File: config.mk
export PLATFORM = sky130hd
export DESIGN_NAME = fetch_queue_flat
export DESIGN_NICKNAME = d
export VERILOG_FILES = /design/src/rtl/fetch_queue_if.sv /design/src/rtl/fetch_queue.sv /design/src/flat_wrapper.sv
export SDC_FILE = /design/constraint.sdc
export NUM_CORES = 1
export LEC_CHECK = 0
export BUFFER_PORTS_ARGS = -buffer_cell sky130_fd_sc_hd__buf_4
export CORE_MARGIN = 2
export CORE_UTILIZATION = 45
export CTS_BUF_LIST = sky130_fd_sc_hd__clkbuf_16
export DETAILED_ROUTE_END_ITERATION = 12
export PLACE_DENSITY = 0.67
export SLEW_MARGIN = 40
export SYNTH_ARGS = -nofsm -noshare
export SYNTH_HDL_FRONTEND = slang
export SYNTH_SLANG_ARGS = --single-unit
File: constraint.sdc
create_clock -name clk -period 4.5 [get_ports clk]
set_clock_uncertainty 0.2 [all_clocks]
set_input_delay 0.9 -clock clk [delete_from_list [all_inputs] [get_ports clk]]
set_output_delay 0.9 -clock clk [all_outputs]
set_load 0.1 [all_outputs]
File: src/rtl/fetch_queue_if.sv
// rtl/fetch_queue_if.sv - instruction-port bundle between the fetch queue and instruction memory
interface fetch_queue_if #(
    parameter int AW = 32
) ();
    logic          inst_req;
    logic [AW-1:0] inst_addr;
    logic          inst_addr_ok;
    logic          inst_data_ok;
    logic [31:0]   inst_rdata;

    modport master (
        output inst_req,
        output inst_addr,
        input  inst_addr_ok,
        input  inst_data_ok,
        input  inst_rdata
    );

    modport slave (
        input  inst_req,
        input  inst_addr,
        output inst_addr_ok,
        output inst_data_ok,
        output inst_rdata
    );
endinterface

File: src/rtl/fetch_queue.sv
// rtl/fetch_queue.sv - IF stage: PC generator, pipelined instruction requests, {pc, inst} buffer
module fetch_queue #(
    parameter int            AW         = 32,
    parameter logic [AW-1:0] RESET_PC   = 32'h1c00_0000,
    parameter int            IBUF_DEPTH = 4,
    parameter int            MAX_OUT    = 2
) (
    input  logic          clk,
    input  logic          rstn,
    input  logic          br_taken,
    input  logic [AW-1:0] br_target,
    input  logic          D_allowin,
    output logic          FD_valid,
    output logic [AW-1:0] FD_pc,
    output logic [31:0]   FD_inst,
    fetch_queue_if.master inst
);

    localparam int OW  = $clog2(MAX_OUT + 1);
    localparam int AIW = $clog2(IBUF_DEPTH);
    localparam int PW  = AIW + 1;

    logic [AW-1:0] req_pc_q, req_pc_d;
    logic [AW-1:0] resp_pc_q, resp_pc_d;
    logic [OW-1:0] out_q, out_d;
    logic [OW-1:0] cancel_q, cancel_d;
    logic [PW-1:0] wr_q, wr_d;
    logic [PW-1:0] rd_q, rd_d;

    logic [AW-1:0] pc_mem   [IBUF_DEPTH];
    logic [31:0]   inst_mem [IBUF_DEPTH];

    logic [PW-1:0] count;
    logic [31:0]   credits_used;
    logic          empty;
    logic          accept;
    logic          resp_ok;
    logic          push;
    logic          pop;
    logic [AW-1:0] br_pc;

    assign count = wr_q - rd_q;
    assign empty = (wr_q == rd_q);
    assign br_pc = br_target & ~AW'(3);

    // Slots already promised to live in-flight requests count against the buffer,
    // so an accepted request always has somewhere to land.
    assign credits_used = 32'(out_q) - 32'(cancel_q) + 32'(count);

    assign inst.inst_req  = rstn & ~br_taken
                          & (32'(out_q) < 32'(MAX_OUT))
                          & (credits_used < 32'(IBUF_DEPTH));
    assign inst.inst_addr = req_pc_q;

    assign accept  = inst.inst_req & inst.inst_addr_ok;
    assign resp_ok = inst.inst_data_ok & (out_q != '0);
    assign push    = resp_ok & (cancel_q == '0) & ~br_taken;

    assign FD_valid = ~empty & ~br_taken;
    assign FD_pc    = pc_mem[rd_q[AIW-1:0]];
    assign FD_inst  = inst_mem[rd_q[AIW-1:0]];
    assign pop      = FD_valid & D_allowin;

    always_comb begin
        req_pc_d  = req_pc_q;
        resp_pc_d = resp_pc_q;
        wr_d      = wr_q;
        rd_d      = rd_q;
        cancel_d  = cancel_q;
        out_d     = out_q + OW'(accept) - OW'(resp_ok);
        if (br_taken) begin
            // Everything still in flight after this edge belongs to the old path.
            req_pc_d  = br_pc;
            resp_pc_d = br_pc;
            wr_d      = '0;
            rd_d      = '0;
            cancel_d  = out_q - OW'(resp_ok);
        end else begin
            if (accept) begin
                req_pc_d = req_pc_q + AW'(4);
            end
            if (push) begin
                resp_pc_d = resp_pc_q + AW'(4);
                wr_d      = wr_q + PW'(1);
            end
            if (pop) begin
                rd_d = rd_q + PW'(1);
            end
            if (resp_ok && (cancel_q != '0)) begin
                cancel_d = cancel_q - OW'(1);
            end
        end
    end

    always_ff @(posedge clk or negedge rstn) begin
        if (!rstn) begin
            req_pc_q  <= RESET_PC;
            resp_pc_q <= RESET_PC;
            out_q     <= '0;
            cancel_q  <= '0;
            wr_q      <= '0;
            rd_q      <= '0;
        end else begin
            req_pc_q  <= req_pc_d;
            resp_pc_q <= resp_pc_d;
            out_q     <= out_d;
            cancel_q  <= cancel_d;
            wr_q      <= wr_d;
            rd_q      <= rd_d;
        end
    end

    always_ff @(posedge clk) begin
        if (push) begin
            pc_mem[wr_q[AIW-1:0]]   <= resp_pc_q;
            inst_mem[wr_q[AIW-1:0]] <= inst.inst_rdata;
        end
    end

endmodule

File: src/flat_wrapper.sv
// flat-port wrapper written by rule: the top's interface ports become plain ports
module fetch_queue_flat 
#(
    parameter int            AW         = 32,
    parameter logic [AW-1:0] RESET_PC   = 32'h1c00_0000,
    parameter int            IBUF_DEPTH = 4,
    parameter int            MAX_OUT    = 2
)
  (clk, rstn, br_taken, br_target, D_allowin, FD_valid, FD_pc, FD_inst, inst_inst_req, inst_inst_addr, inst_inst_addr_ok, inst_inst_data_ok, inst_inst_rdata);
  fetch_queue_if #(.AW(AW)) inst_i ();
  input  logic clk;
  input  logic rstn;
  input  logic br_taken;
  input  logic [AW-1:0] br_target;
  input  logic D_allowin;
  output logic FD_valid;
  output logic [AW-1:0] FD_pc;
  output logic [31:0] FD_inst;
  output wire logic [$bits(inst_i.inst_req)-1:0] inst_inst_req;
  output wire logic [$bits(inst_i.inst_addr)-1:0] inst_inst_addr;
  input wire logic [$bits(inst_i.inst_addr_ok)-1:0] inst_inst_addr_ok;
  input wire logic [$bits(inst_i.inst_data_ok)-1:0] inst_inst_data_ok;
  input wire logic [$bits(inst_i.inst_rdata)-1:0] inst_inst_rdata;
  assign inst_inst_req = inst_i.inst_req;
  assign inst_inst_addr = inst_i.inst_addr;
  assign inst_i.inst_addr_ok = inst_inst_addr_ok;
  assign inst_i.inst_data_ok = inst_inst_data_ok;
  assign inst_i.inst_rdata = inst_inst_rdata;
  fetch_queue #(.AW(AW), .RESET_PC(RESET_PC), .IBUF_DEPTH(IBUF_DEPTH), .MAX_OUT(MAX_OUT)) u_core (.clk(clk), .rstn(rstn), .br_taken(br_taken), .br_target(br_target), .D_allowin(D_allowin), .FD_valid(FD_valid), .FD_pc(FD_pc), .FD_inst(FD_inst), .inst(inst_i));
endmodule
=== Word-level counts from Yosys, hierarchy flattened ===
Memory sizes are Yosys's and may differ from the RTL's.
Cells that the tools add are included.
Widths: inputs -> output; s select.

* Mux-type cells: 12
* Shift operators: 0
* Bitwise operators: 11
* Multiply operators: 0
* Add/sub/neg operators: 11
* Magnitude comparators: 2
* Equality and inequality tests: 1
* Divide/modulo/power cells: 0
* Reductions and logical operators: 8

{| class="wikitable"
|+ Operator list
! cell !! count
|-
| $mux 32 || 4
|-
| $add 32x3->32 const B || 2
|-
| $add 32x3->32 || 1
|-
| $lt 32x3->1 const B || 1
|-
| $mux 3 || 4
|-
| $reduce_bool 2->1 || 6
|-
| $and 1x1->1 || 9
|-
| $add 3x1->3 const B || 2
|-
| $mux 2 || 2
|-
| $sub 2x1->2 || 2
|-
| $eq 3x3->1 || 1
|-
| $sub 2x2->3 || 1
|-
| $sub 3x3->3 || 1
|-
| $add 2x1->2 || 1
|-
| $logic_not 2->1 || 1
|-
| $lt 2x2->1 const B || 1
|-
| $mux 1 || 2
|-
| $not 1->1 || 2
|-
| $sub 2x1->2 const B || 1
|-
| $logic_and 1x1->1 || 1
|}

* Latch bits: 0
* Output and inout port bits: 98
* Register bits: 74
* ROM bits: 0
* Input bits: 70
* Bits in writable memories: 256
* Memories kept: 2

{| class="wikitable"
|+ Memories
! name !! words !! width !! rd ports !! clocked after memory_dff !! write ports !! line !! text
|-
| u_core.inst_mem || 4 || 32 || 1 || 0 || 1 || fetch_queue.sv:31 || <nowiki>logic [31:0] inst_mem [IBUF_DEPTH];</nowiki>
|-
| u_core.pc_mem || 4 || 32 || 1 || 0 || 1 || fetch_queue.sv:30 || <nowiki>logic [AW-1:0] pc_mem [IBUF_DEPTH];</nowiki>
|}

=== Logic depth before layout (Yosys ltp) ===
* Word-level depth: 7
* Gate-level depth with buffers: 17

=== Worst setup path after synthesis ===
No wires, ideal clock.

* Path type: register to output
* From: reg u_core.rd_q[1]
* To: out inst_inst_req
* Arrival time: 4.097 ns
* Data required time: 3.400 ns
* Cell stages (with the launch flop): 13
* Path buffers: 1
* Setup slack: -0.697 ns
* Cells stage by stage: dfrtp_1 > clkbuf_1 > inv_1 > fa_1 > xor2_1 > ha_1 > nor4bb_1 > nor3_1 > nand2b_1 > ha_1 > or4_1 > nor4_4 > and2_1

* Cells in the longest elaborated chain, start to end: 4

{| class="wikitable"
|+ Ends and longest elaborated chain
! item !! line !! text
|-
| start, declared || fetch_queue.sv:28 || <nowiki>logic [PW-1:0] rd_q, rd_d;</nowiki>
|-
| start signal, assigned || fetch_queue.sv:109 || <nowiki>rd_q <= rd_d;</nowiki>
|-
| $sub 3x3->3 || fetch_queue.sv:42 || <nowiki>assign count = wr_q - rd_q;</nowiki>
|-
| $add 32x3->32 || fetch_queue.sv:48 || <nowiki>assign credits_used = 32'(out_q) - 32'(cancel_q) + 32'(count);</nowiki>
|-
| $lt 32x3->1 || fetch_queue.sv:52 || <nowiki>& (credits_used < 32'(IBUF_DEPTH));</nowiki>
|-
| $and 1x1->1 || fetch_queue.sv:52 ||
|-
| end, declared || flat_wrapper.sv:19 || <nowiki>output wire logic [$bits(inst_i.inst_req)-1:0] inst_inst_req;</nowiki>
|}

Every way passes these cells.

=== Final worst setup path ===
* From: reg u_core.wr_q[0]
* To: out inst_inst_req

* Cells in the longest elaborated chain, start to end: 4

{| class="wikitable"
|+ Ends and longest elaborated chain
! item !! line !! text
|-
| start, declared || fetch_queue.sv:27 || <nowiki>logic [PW-1:0] wr_q, wr_d;</nowiki>
|-
| start signal, assigned || fetch_queue.sv:108 || <nowiki>wr_q <= wr_d;</nowiki>
|-
| $sub 3x3->3 || fetch_queue.sv:42 ||
|-
| $add 32x3->32 || fetch_queue.sv:48 ||
|-
| $lt 32x3->1 || fetch_queue.sv:52 ||
|-
| $and 1x1->1 || fetch_queue.sv:52 ||
|}

Every way passes these cells.

==> impl_metrics.toml <==
[status]
outcome = "complete, but fails checks"
violations = "setup timing"

[critical_path]
cpPeakStageDelay_ns = 0.52
critPathArrivalTime_ns = 3.88
crit_fanout = 3
worstRegToRegCells = 17
crit_path_top_delay_cell = "or4_4"
required_ns = 3.40
cp_num_buf_inv = 3
setup.worst_path.end = "inst_inst_req"
crit_path_start = "u_core.wr_q[0]"
reg2reg_slack_ns = 0.05
cp-start-kind = "flop"
endpoint_kind = "primary output"
cpLargestDelayFamily = "simple AND/OR/NAND/NOR gates"
cp.depth = 14
critPathKind = "flop to primary output"
r2r_end = "u_core.inst.inst_addr[13]"
r2r_start = "u_core.wr_q[0]"
path_cells = "inv_2, ha_4, inv_2, fa_2, xor2_2, ha_1, nor4bb_4, nor3_2, nand2b_4, ha_4, or4_4, nor4_4, and2_4, buf_12"

[yosys]
synth_xor_area_share_pct = 2.48
synth_mux_area_share_pct = 11.6
synth_area_leaders = "edfxtp_1, dfrtp_1, mux4_2, ha_1, xnor2_1"
async_flop_share_pct = 22.0
synth-edff-count = 248
yosys_warnings = 0
yosysSeqAreaShare_pct = 68.5
synth-compound-area-share_pct = 4.77
yosysTopAreaCell = "edfxtp_1"
synth-main-ff-cell = "edfxtp_1"
synth_simple_gate_area_share_pct = 7.83
netlist_area_um2 = 13400
yosysTopAreaCellShare_pct = 55.4
syn_area_per_cell_um2 = 16.5
synth_top_family_by_area = "multiplexers"
synth_adder_area_share_pct = 2.62
syn_inst = 815
ys_types = 58
ys_ff_latch = 318

[layout]
finalInstanceArea_um2 = 16500
syn_to_final_growth_pct = 22.8
layout_common_cells = "edfxtp_1, buf_4, mux4_2, dfrtp_1, nand2_1"
final_cells = 1426
drive_gt1_share_pct = 34.0
antenna_cells = 0
nets = 1109
layout_commonest_cell = "edfxtp_1"
final_util_pct = 55.9

[floorplan]
start_util_pct = 45.5
core_area_um2 = 29600
io_pins = 168
die_h_um = 177
dieArea_um2 = 31300
rows = 63
die_width_um = 177

[global_routing]
grt_util_met3_pct = 3.87
antenna_found_initial = 0
gr-total-overflow = 0
top_usage_layer = "met2"
grt_max_degree = 71
grtUsageTotal_pct = 18.8
grt.met1_usage_pct = 27.6
grt_pass1_wl_um = 45200
grt_util_met2_pct = 29.0
grt_pass1_vias = 8015

[sta]
slew_viol_final = 0
min_period_ns = 4.98
hold_viol_final = 0
finalSetupViolCount = 1
fin_crit_sh_pct = 111
max_slew_margin_pct = 50.1
max_freq_mhz = 201
worst_slew_pin_slew_ns = 0.742
rsz0062_at_grt = "yes"
worst_slack_ns = -0.475

[cts]
htree_levels = 2
ctsHoldBuffers = 0
cts.clk_slew.worst_paths_ns = 0.06
clock_latency_ns = 0.50
tritoncts = "yes"
cts_buffers = 35
cts_max_path_buffers = 3
clock-root-buffer = "clkbuf_16"
cts_num_sinks = 318

[place]
gp_congestion = 0.816
port_buffers = 161
placed_area_um2 = 15300
placed_cells = 1362
dp_hpwl_um = 18700
place_ws_ns = -0.126

[routing]
via_count = 7979
drc = 0
wl_um = 28900
dr.pass1.iters = 5
wire_per_inst_um = 20.3
drt_iter0_drc = 564
vias_per_cell = 5.60
antenna_left = 0

[flow_run]
maxCapViolCount = 0

[pwr]
p_per_area_nw_per_um2 = 597
leakage_nw = 5.89
peakVddDrop_uv = 318

[worst_hold_path]
hold_path_class = "primary input to async pin"
worst min-delay path by stage:
| stage | startpoint | to | cells after the start |
|---|---|---|---|
| 2_1_floorplan | u_core.resp_pc_q[31] | u_core.pc_mem[0][31] | 0 |
| 3_3_place_gp | u_core.inst.inst_addr[26] | u_core.inst.inst_addr[26] | 1 |
| 3_5_place_dp | u_core.inst.inst_addr[26] | u_core.inst.inst_addr[26] | 1 |
| 4_1_cts | u_core.inst.inst_addr[26] | u_core.inst.inst_addr[26] | 1 |
| 5_1_grt | u_core.inst.inst_addr[31] | u_core.inst.inst_addr[31] | 1 |
| 6_report | rstn | u_core.inst.inst_addr[4] | 2 |
power breakdown:
part           internal (mW)  leakage, nW  switching [mW]  total [mW]
sequential              3.37         3.05           0.140        3.52
clock                   1.60        0.568            1.10        2.70
combinational           1.09         2.27            2.56        3.65
sequential cells by signal (all words and copies together) (netlist names):
| signal | flops |
|---|---|
| u_core.cancel_q | 2 |
| u_core.inst_mem | 128 |
| u_core.wr_q | 3 |
| u_core.out_q | 2 |
| u_core.rd_q | 3 |
| u_core.inst.inst_addr | 30 |
| u_core.pc_mem | 120 |
| u_core.resp_pc_q | 30 |
timing repair:
| item | in CTS | in global routing |
|---|---|---|
| resized for setup | 6 | 13 |
| gates cloned | 0 | 0 |
| pin swaps | 5 | 7 |
| endpoints found under the setup margin | 7 | 26 |
| setup buffers | 2 | 1 |
cell type report:
class	instances	area [um2]
inverters	31	116
multi-input cells	429	4100
clock buffers	37	926
flip-flops and latches	318	9210
well taps	390	488
clock inverters	24	170
repair buffers	197	1500
fillers	2326	13000
routing by layer:
layer | vias to the layer above | wire length [um]
met3 | 30 | 2230
met4 | 0 | 412
met5 | - | 0
met1 | 4052 | 13200
met2 | 301 | 13100
li1 | 3596 | -
stage by stage:
step | power [mW] | TNS, ns | hold WS, ns
2_1_floorplan | 6.34 | 0 | 0.295
3_3_place_gp | 7.10 | -0.130 | 0.329
3_5_place_dp | 7.14 | -0.160 | 0.334
4_1_cts | 9.88 | -0.512 | 0.344
5_1_grt | 10.3 | -1.50 | 0.370
6_report | 9.86 | -0.475 | 0.346
worst register-to-register path: cells and delay by family, from the launching register on:
kind,cells,cell delay (ns)
compound gates,2,0.53
flops,1,0.39
simple gates,6,1.50
xor+xnor,1,0.19
fa+ha+maj,4,0.99
buf+inv,4,0.53
cell usage after synthesis (2+ instances only):
cell type / instances
a211oi_1: 2
a21boi_0: 9
a21o_1: 4
a21oi_1: 6
a31oi_1: 7
and2_1: 6
and3_1: 10
and4_1: 7
buf_1: 7
buf_4: 4
clkbuf_1: 27
clkinv_1: 2
dfrtp_1: 64
dfstp_2: 6
edfxtp_1: 248
fa_1: 2
ha_1: 25
inv_1: 29
mux2_2: 6
mux2i_1: 10
mux4_2: 62
nand2_1: 43
nand2b_1: 13
nand3_1: 24
nand4_1: 20
nor2_1: 26
nor3_1: 10
nor4_1: 18
o211ai_1: 4
o21ai_0: 20
o221a_2: 2
o221ai_1: 2
o311ai_0: 2
o31a_1: 18
o31ai_1: 4
o41ai_1: 3
or4_1: 6
xnor2_1: 25
xor2_1: 13
logic make-up (layout without fill, tap and decap cells):
family / Yosys count / in the layout
and+or+nand+nor: 193 / 193
other: 1 / 4
muxes: 78 / 78
AOI/OAI and AO/OA: 89 / 89
adders and majority gates: 27 / 27
xor gates and xnor gates: 38 / 38
DFF: 318 / 318
buffers and inverters: 71 / 289
No activity file was read; power rests on OpenSTA's default activity.
